`src/rtl/mem_cmd_issuer_if.sv`:
```
// Bundle of the producer command, memory request and read-response channels
// seen by mem_cmd_issuer. The master side is the issuer, the slave side is its surroundings.
interface mem_cmd_issuer_if #(
  parameter int unsigned WIDTH      = 16,
  parameter int unsigned ADDR_WIDTH = 5
);
  logic                  cmd_valid;
  logic                  cmd_ready;
  logic                  cmd_wr_rd;
  logic [ADDR_WIDTH-1:0] cmd_addr;
  logic [WIDTH-1:0]      cmd_wdata;

  logic                  valid;
  logic                  wr_rd;
  logic [ADDR_WIDTH-1:0] addr;
  logic [WIDTH-1:0]      wdata;
  logic                  ready;
  logic [WIDTH-1:0]      rdata;

  logic                  rsp_valid;
  logic                  rsp_ready;
  logic [WIDTH-1:0]      rsp_rdata;
  logic [ADDR_WIDTH-1:0] rsp_addr;

  modport master (
    input  cmd_valid, cmd_wr_rd, cmd_addr, cmd_wdata, ready, rdata, rsp_ready,
    output cmd_ready, valid, wr_rd, addr, wdata, rsp_valid, rsp_rdata, rsp_addr
  );

  modport slave (
    output cmd_valid, cmd_wr_rd, cmd_addr, cmd_wdata, ready, rdata, rsp_ready,
    input  cmd_ready, valid, wr_rd, addr, wdata, rsp_valid, rsp_rdata, rsp_addr
  );
endinterface

```
`src/rtl/mem_cmd_issuer.sv`:
```
// Queues producer commands in a small FIFO and issues them one at a time on the
// memory valid/ready port; read data returns on a response channel, stalled requests time out.
module mem_cmd_issuer #(
  parameter int unsigned WIDTH      = 16,
  parameter int unsigned DEPTH      = 32,
  parameter int unsigned ADDR_WIDTH = 5,
  parameter int unsigned FIFO_DEPTH = 4,
  parameter int unsigned TIMEOUT    = 16
) (
  input  logic             clk,
  input  logic             rst,
  mem_cmd_issuer_if.master bus,
  output logic             timeout_err,
  output logic             busy
);
  localparam int unsigned PW = $clog2(FIFO_DEPTH);
  localparam int unsigned CW = $clog2(FIFO_DEPTH) + 1;
  localparam int unsigned TW = $clog2(TIMEOUT);
  localparam logic [CW-1:0] FULL_CNT = CW'(FIFO_DEPTH);
  localparam logic [TW-1:0] LAST_TICK = TW'(TIMEOUT - 1);

  if (FIFO_DEPTH < 2 || (FIFO_DEPTH & (FIFO_DEPTH - 1)) != 0) begin : g_bad_fifo_depth
    $error("mem_cmd_issuer: FIFO_DEPTH must be a power of two >= 2");
  end
  if (TIMEOUT < 2) begin : g_bad_timeout
    $error("mem_cmd_issuer: TIMEOUT must be >= 2");
  end
  if (DEPTH > (1 << ADDR_WIDTH)) begin : g_bad_depth
    $error("mem_cmd_issuer: DEPTH exceeds the ADDR_WIDTH address range");
  end

  typedef struct packed {
    logic                  wr_rd;
    logic [ADDR_WIDTH-1:0] addr;
    logic [WIDTH-1:0]      wdata;
  } cmd_t;

  typedef enum logic [1:0] {
    S_IDLE,
    S_REQ,
    S_RESP
  } state_t;

  cmd_t                  r_fifo [FIFO_DEPTH];
  logic [PW-1:0]         r_wptr;
  logic [PW-1:0]         r_rptr;
  logic [CW-1:0]         r_count;

  state_t                r_state;
  logic [TW-1:0]         r_timer;
  logic                  r_valid;
  logic                  r_wr_rd;
  logic [ADDR_WIDTH-1:0] r_addr;
  logic [WIDTH-1:0]      r_wdata;
  logic                  r_rsp_valid;
  logic [WIDTH-1:0]      r_rsp_rdata;
  logic [ADDR_WIDTH-1:0] r_rsp_addr;
  logic                  r_timeout_err;

  logic                  w_push;
  logic                  w_pop;
  cmd_t                  w_head;

  // cmd_ready follows count only, so a full FIFO refuses a push even when a pop lands on the same edge
  assign bus.cmd_ready = rst & (r_count < FULL_CNT);
  assign w_push        = bus.cmd_valid & bus.cmd_ready;
  assign w_pop         = (r_state == S_IDLE) && (r_count != '0);
  assign w_head        = r_fifo[r_rptr];

  always_ff @(posedge clk) begin
    if (w_push) r_fifo[r_wptr] <= {bus.cmd_wr_rd, bus.cmd_addr, bus.cmd_wdata};
  end

  always_ff @(posedge clk or negedge rst) begin
    if (!rst) begin
      r_wptr  <= '0;
      r_rptr  <= '0;
      r_count <= '0;
    end else begin
      if (w_push) r_wptr <= r_wptr + PW'(1);
      if (w_pop)  r_rptr <= r_rptr + PW'(1);
      case ({w_push, w_pop})
        2'b10:   r_count <= r_count + CW'(1);
        2'b01:   r_count <= r_count - CW'(1);
        default: r_count <= r_count;
      endcase
    end
  end

  always_ff @(posedge clk or negedge rst) begin
    if (!rst) begin
      r_state       <= S_IDLE;
      r_timer       <= '0;
      r_valid       <= 1'b0;
      r_wr_rd       <= 1'b0;
      r_addr        <= '0;
      r_wdata       <= '0;
      r_rsp_valid   <= 1'b0;
      r_rsp_rdata   <= '0;
      r_rsp_addr    <= '0;
      r_timeout_err <= 1'b0;
    end else begin
      r_timeout_err <= 1'b0;
      case (r_state)
        S_IDLE: begin
          if (w_pop) begin
            r_wr_rd <= w_head.wr_rd;
            r_addr  <= w_head.addr;
            r_wdata <= w_head.wdata;
            r_valid <= 1'b1;
            r_timer <= '0;
            r_state <= S_REQ;
          end
        end
        S_REQ: begin
          // ready is checked before the timer, so a completion on the final tick is not an error
          if (bus.ready) begin
            r_valid <= 1'b0;
            if (r_wr_rd) begin
              r_state <= S_IDLE;
            end else begin
              r_rsp_valid <= 1'b1;
              r_rsp_rdata <= bus.rdata;
              r_rsp_addr  <= r_addr;
              r_state     <= S_RESP;
            end
          end else if (r_timer == LAST_TICK) begin
            r_valid       <= 1'b0;
            r_timeout_err <= 1'b1;
            r_state       <= S_IDLE;
          end else begin
            r_timer <= r_timer + TW'(1);
          end
        end
        S_RESP: begin
          if (bus.rsp_ready) begin
            r_rsp_valid <= 1'b0;
            r_state     <= S_IDLE;
          end
        end
        default: r_state <= S_IDLE;
      endcase
    end
  end

  assign bus.valid     = r_valid;
  assign bus.wr_rd     = r_wr_rd;
  assign bus.addr      = r_addr;
  assign bus.wdata     = r_wdata;
  assign bus.rsp_valid = r_rsp_valid;
  assign bus.rsp_rdata = r_rsp_rdata;
  assign bus.rsp_addr  = r_rsp_addr;
  assign timeout_err   = r_timeout_err;
  assign busy          = (r_state != S_IDLE) | (r_count != '0);
endmodule

```
`src/flat_wrapper.sv`:
```
// flat-port wrapper written by rule: the top's interface ports become plain ports
module mem_cmd_issuer_flat 
#(
  parameter int unsigned WIDTH      = 16,
  parameter int unsigned DEPTH      = 32,
  parameter int unsigned ADDR_WIDTH = 5,
  parameter int unsigned FIFO_DEPTH = 4,
  parameter int unsigned TIMEOUT    = 16
)
  (clk, rst, timeout_err, busy, bus_cmd_valid, bus_cmd_wr_rd, bus_cmd_addr, bus_cmd_wdata, bus_ready, bus_rdata, bus_rsp_ready, bus_cmd_ready, bus_valid, bus_wr_rd, bus_addr, bus_wdata, bus_rsp_valid, bus_rsp_rdata, bus_rsp_addr);
  mem_cmd_issuer_if #(.WIDTH(WIDTH), .ADDR_WIDTH(ADDR_WIDTH)) bus_i ();
  input  logic clk;
  input  logic rst;
  output logic timeout_err;
  output logic busy;
  input wire logic [$bits(bus_i.cmd_valid)-1:0] bus_cmd_valid;
  input wire logic [$bits(bus_i.cmd_wr_rd)-1:0] bus_cmd_wr_rd;
  input wire logic [$bits(bus_i.cmd_addr)-1:0] bus_cmd_addr;
  input wire logic [$bits(bus_i.cmd_wdata)-1:0] bus_cmd_wdata;
  input wire logic [$bits(bus_i.ready)-1:0] bus_ready;
  input wire logic [$bits(bus_i.rdata)-1:0] bus_rdata;
  input wire logic [$bits(bus_i.rsp_ready)-1:0] bus_rsp_ready;
  output wire logic [$bits(bus_i.cmd_ready)-1:0] bus_cmd_ready;
  output wire logic [$bits(bus_i.valid)-1:0] bus_valid;
  output wire logic [$bits(bus_i.wr_rd)-1:0] bus_wr_rd;
  output wire logic [$bits(bus_i.addr)-1:0] bus_addr;
  output wire logic [$bits(bus_i.wdata)-1:0] bus_wdata;
  output wire logic [$bits(bus_i.rsp_valid)-1:0] bus_rsp_valid;
  output wire logic [$bits(bus_i.rsp_rdata)-1:0] bus_rsp_rdata;
  output wire logic [$bits(bus_i.rsp_addr)-1:0] bus_rsp_addr;
  assign bus_i.cmd_valid = bus_cmd_valid;
  assign bus_i.cmd_wr_rd = bus_cmd_wr_rd;
  assign bus_i.cmd_addr = bus_cmd_addr;
  assign bus_i.cmd_wdata = bus_cmd_wdata;
  assign bus_i.ready = bus_ready;
  assign bus_i.rdata = bus_rdata;
  assign bus_i.rsp_ready = bus_rsp_ready;
  assign bus_cmd_ready = bus_i.cmd_ready;
  assign bus_valid = bus_i.valid;
  assign bus_wr_rd = bus_i.wr_rd;
  assign bus_addr = bus_i.addr;
  assign bus_wdata = bus_i.wdata;
  assign bus_rsp_valid = bus_i.rsp_valid;
  assign bus_rsp_rdata = bus_i.rsp_rdata;
  assign bus_rsp_addr = bus_i.rsp_addr;
  mem_cmd_issuer #(.WIDTH(WIDTH), .DEPTH(DEPTH), .ADDR_WIDTH(ADDR_WIDTH), .FIFO_DEPTH(FIFO_DEPTH), .TIMEOUT(TIMEOUT)) u_core (.clk(clk), .rst(rst), .bus(bus_i), .timeout_err(timeout_err), .busy(busy));
endmodule
```
`config.mk`:
```
export PLATFORM = sky130hd
export DESIGN_NAME = mem_cmd_issuer_flat
export DESIGN_NICKNAME = d
export VERILOG_FILES = /design/src/rtl/mem_cmd_issuer_if.sv /design/src/rtl/mem_cmd_issuer.sv /design/src/flat_wrapper.sv
export SDC_FILE = /design/constraint.sdc
export NUM_CORES = 1
export LEC_CHECK = 0
export CAP_MARGIN = 40
export CORE_AREA = 2 2 157 82
export DETAILED_ROUTE_END_ITERATION = 12
export DIE_AREA = 0 0 159 84
export HOLD_SLACK_MARGIN = 0.15
export PLACE_DENSITY = 0.75
export SLEW_MARGIN = 20
export SYNTH_ARGS = -nofsm -noshare
export SYNTH_HDL_FRONTEND = slang
export SYNTH_SLANG_ARGS = --single-unit
```
`constraint.sdc`:
```
create_clock -name clk -period 1.8 [get_ports clk]
set_input_delay 0.27 -clock clk [delete_from_list [all_inputs] [get_ports clk]]
set_output_delay 0.27 -clock clk [all_outputs]
set_load 0.05 [all_outputs]
```
==> reports/metrics.cfg <==
[outcome]
status = complete, but fails checks
violations = negative setup slack

[synth]
yosys_most_used_dff = edfxtp_1
synth-async-reset-ratio_pct = 40.1
synth_edf_count = 88
synth_cells = 289
syn_nets = 339
ys_top_cells_by_area = edfxtp_1, dfrtp_1, mux4_2
syn_area_per_cell_um2 = 19.6
netlist.area_leader.share_pct = 46.6
synthTopCellsByCount = edfxtp_1, dfrtp_1, mux2_2
synthSimpleGateAreaFrac_pct = 2.91
synth_top_family_by_area = multiplexers
synth_top_area_cell = edfxtp_1
synth_mux_area_share_pct = 17.9
ys_warn_count = 0
synth_seq_area_share_pct = 72.6
synthesis.area_mm2 = 0.00568
synth_compound_area_share_pct = 1.59
synth_fa_ha_area_share_pct = 1.68
yosysMostFrequentCell = edfxtp_1
ys_types = 42
synth-xor-area-share_pct = 0.926
ys_ff_latch = 147

[worst_setup_path]
crit_path_cell_trace = or3_4, buf_6, nand2b_4, buf_8
startpoint_type = flip-flop
worst_path_largest_cell_delay_ns = 0.40
worst-setup-path-type = flip-flop to output port
rrSetupSlack_ns = -0.04
worstReg2RegEnd = u_core.r_count[2]
critPathMaxFanout = 3
ff2ff_path_depth = 10
endpoint_kind = output port
crit_required_ns = 1.53
r2r-start = u_core.r_count[0]
cp_data_arrival_time_ns = 1.61
cpMaxStageDelayCell = or3_4

[global_route]
use_met3_pct = 7.10
grt_pass1_wl_mm = 17.4
grt_pass1_vias = 3205
grt_max_degree = 60
grt_usage_pct = 17.5
grt_most_used_layer = met2
use_met2_pct = 26.8
use_met1_pct = 23.7
grt_overflow = 0
antenna_found_initial = 0

[route]
dr.pass1.iters = 4
avgRoutedWirePerCell_um = 17.7
final_antenna_net_count = 0
drt-initial-drc-count = 172
drc = 0
viasPerCell = 5.00
vias = 3018
drt_wl_total_mm = 10.7

[timing]
skew_ns = 0.0131
rsz0062_at_grt = true
fmaxAchievable_ghz = 0.532
setup_viol = 3
finalHoldViolCount = 0
setup_ws_ns = -0.0781
layout_min_cycle_time_ns = 1.88
tightest_slew_ns = 0.505
relSlewSlack_pct = 66.5
maxSlewViolCount = 0
period_share_pct = 104

[clock_tree]
cts_buffer_depth = 2
cts_root_buf = clkbuf_16
clock_latency_ns = 0.42
clkSinkCount = 147
cts_buffers = 17
path_clk_slew_ns = 0.06
h-tree-depth = 4
cts_tree = yes

[cells_and_area]
instances_no_fill = 603
fillers = 906
regArea_mm2 = 0.00412
finalNetCount = 470
drive_gt1_share_pct = 36.5
multi_input_area_mm2 = 0.00148
antenna_cells = 0
final_util_pct = 62.9
area_growth_pct = 35.1

[floorplan]
die_w_um = 159
dieArea_mm2 = 0.0134
core-area_mm2 = 0.0122
die_h_um = 84
start_util_pct = 46.6
io-pin-count = 91
placementRows = 29

[worst_hold_path]
hp-class = input pin to async pin

[placed_design]
place_congestion = 0.736
preCtsSetupSlack_ns = -0.181
port_buffers = 90
dpl.hpwl_mm = 6.90
dp.cells = 563

[pwr]
ir_drop_v = 0.000807
power_density_mw_per_mm2 = 1900
p_leak_nw = 2.99

[job]
cap_violations = 0

-- sequential cells by signal (all words and copies together), names as in the netlist, 3 cells and up --
| name | flops |
|---|---|
| u_core.bus.wdata | 16 |
| u_core.r_fifo | 88 |
| u_core.bus.rsp_rdata | 16 |
| u_core.bus.addr | 5 |
| u_core.r_timer | 4 |
| u_core.r_count | 3 |
| u_core.bus.rsp_addr | 5 |
-- stage by stage --
step,hold WS [ns],total power [W],cell area (um2),setup TNS (ns)
finish,0.417,0.0146,7670,-0.151
global route,0.442,0.0153,7670,-0.362
CTS,0.451,0.0147,7620,-0.276
detailed placement,0.478,0.0111,6980,-1.81
global placement,0.467,0.0110,6980,-1.54
floorplan,-0.0256,0.00914,5720,-0.232
-- report_power, final --
group          total (W)  internal [W]  leakage (nW)  switching [W]
sequential       0.00489       0.00442          1.49       0.000467
combinational    0.00602       0.00256          1.19        0.00346
clock            0.00371       0.00236         0.305        0.00134
total             0.0146       0.00934          2.99        0.00527
-- layer usage --
metal  share of wire, %  routed length [um]
met2                 46                4930
met3                6.6                 699
met4               0.89                  95
met5                  0                   0
met1                 46                4950
-- cell usage in the layout (no fill, tap or decap), types with 2 or more instances in the layout --
master / synthesis / routed
xnor2_1: 4 / 4
a21oi_1: 2 / 2
buf_6: 3 / 2
inv_2: 0 / 3
nand2b_1: 3 / 2
mux2_1: 3 / 3
nor2b_1: 3 / 2
buf_4: 2 / 34
clkbuf_1: 1 / 2
nor2_1: 3 / 2
buf_12: 2 / 9
and3_2: 0 / 4
inv_6: 0 / 3
mux2i_1: 2 / 2
ha_1: 6 / 5
o211ai_1: 2 / 2
mux4_2: 21 / 21
clkdlybuf4s50_1: 0 / 41
clkinv_2: 0 / 3
clkbuf_16: 0 / 17
dlygate4sd2_1: 0 / 32
dfrtp_1: 59 / 57
xor2_1: 2 / 2
mux2_2: 41 / 41
bufinv_16: 0 / 4
inv_1: 10 / 7
edfxtp_1: 88 / 88
nand3_1: 4 / 4
o21ai_0: 4 / 4
dfrtp_2: 0 / 2
buf_8: 0 / 2
-- final cells by class --
cell class	instances	share of cell area [%]
Sequential cell	147	53.7
Clock buffer	20	5.82
Multi-Input combinational cell	122	19.3
Inverter	10	0.489
Timing Repair Buffer	122	15.6
Clock inverter	12	2.32
Tap cell	170	2.77
-- how the worst max path moves through the flow --
stage,start,end,cells after the start
floorplan,u_core.r_count[0],u_core.r_count[2],10
global placement,bus_cmd_valid,u_core.r_count[2],9
detailed placement,bus_cmd_valid,u_core.r_count[2],9
CTS,u_core.r_count[2],busy,4
global route,u_core.r_count[0],u_core.r_count[2],10
finish,u_core.r_count[0],busy,4
-- critical path, delay by kind of cell, from the launching register on --
family | cells | cell delay [ns]
flip-flops | 1 | 0.38
buffers and inverters | 2 | 0.27
AND/OR/NAND/NOR | 2 | 0.54
-- kinds of logic (layout without fill, tap and decap cells) --
group / after synthesis / count (layout)
buf+inv: 20 / 164
fa+ha+maj: 7 / 7
simple gates: 27 / 27
flops: 147 / 147
xor+xnor: 6 / 6
mux: 68 / 68
compound gates: 14 / 14
-- timing repair --
| item | 4_1_cts | 5_1_grt |
|---|---|---|
| setup endpoints to repair | 34 | 17 |
| resized for setup | 37 | 4 |
| setup buffers | 3 | 3 |
| pin swaps | 4 | 3 |
| hold buffers | 1 | 0 |
| hold endpoints to repair | 59 | 0 |
(Power assumes the default switching activity.)
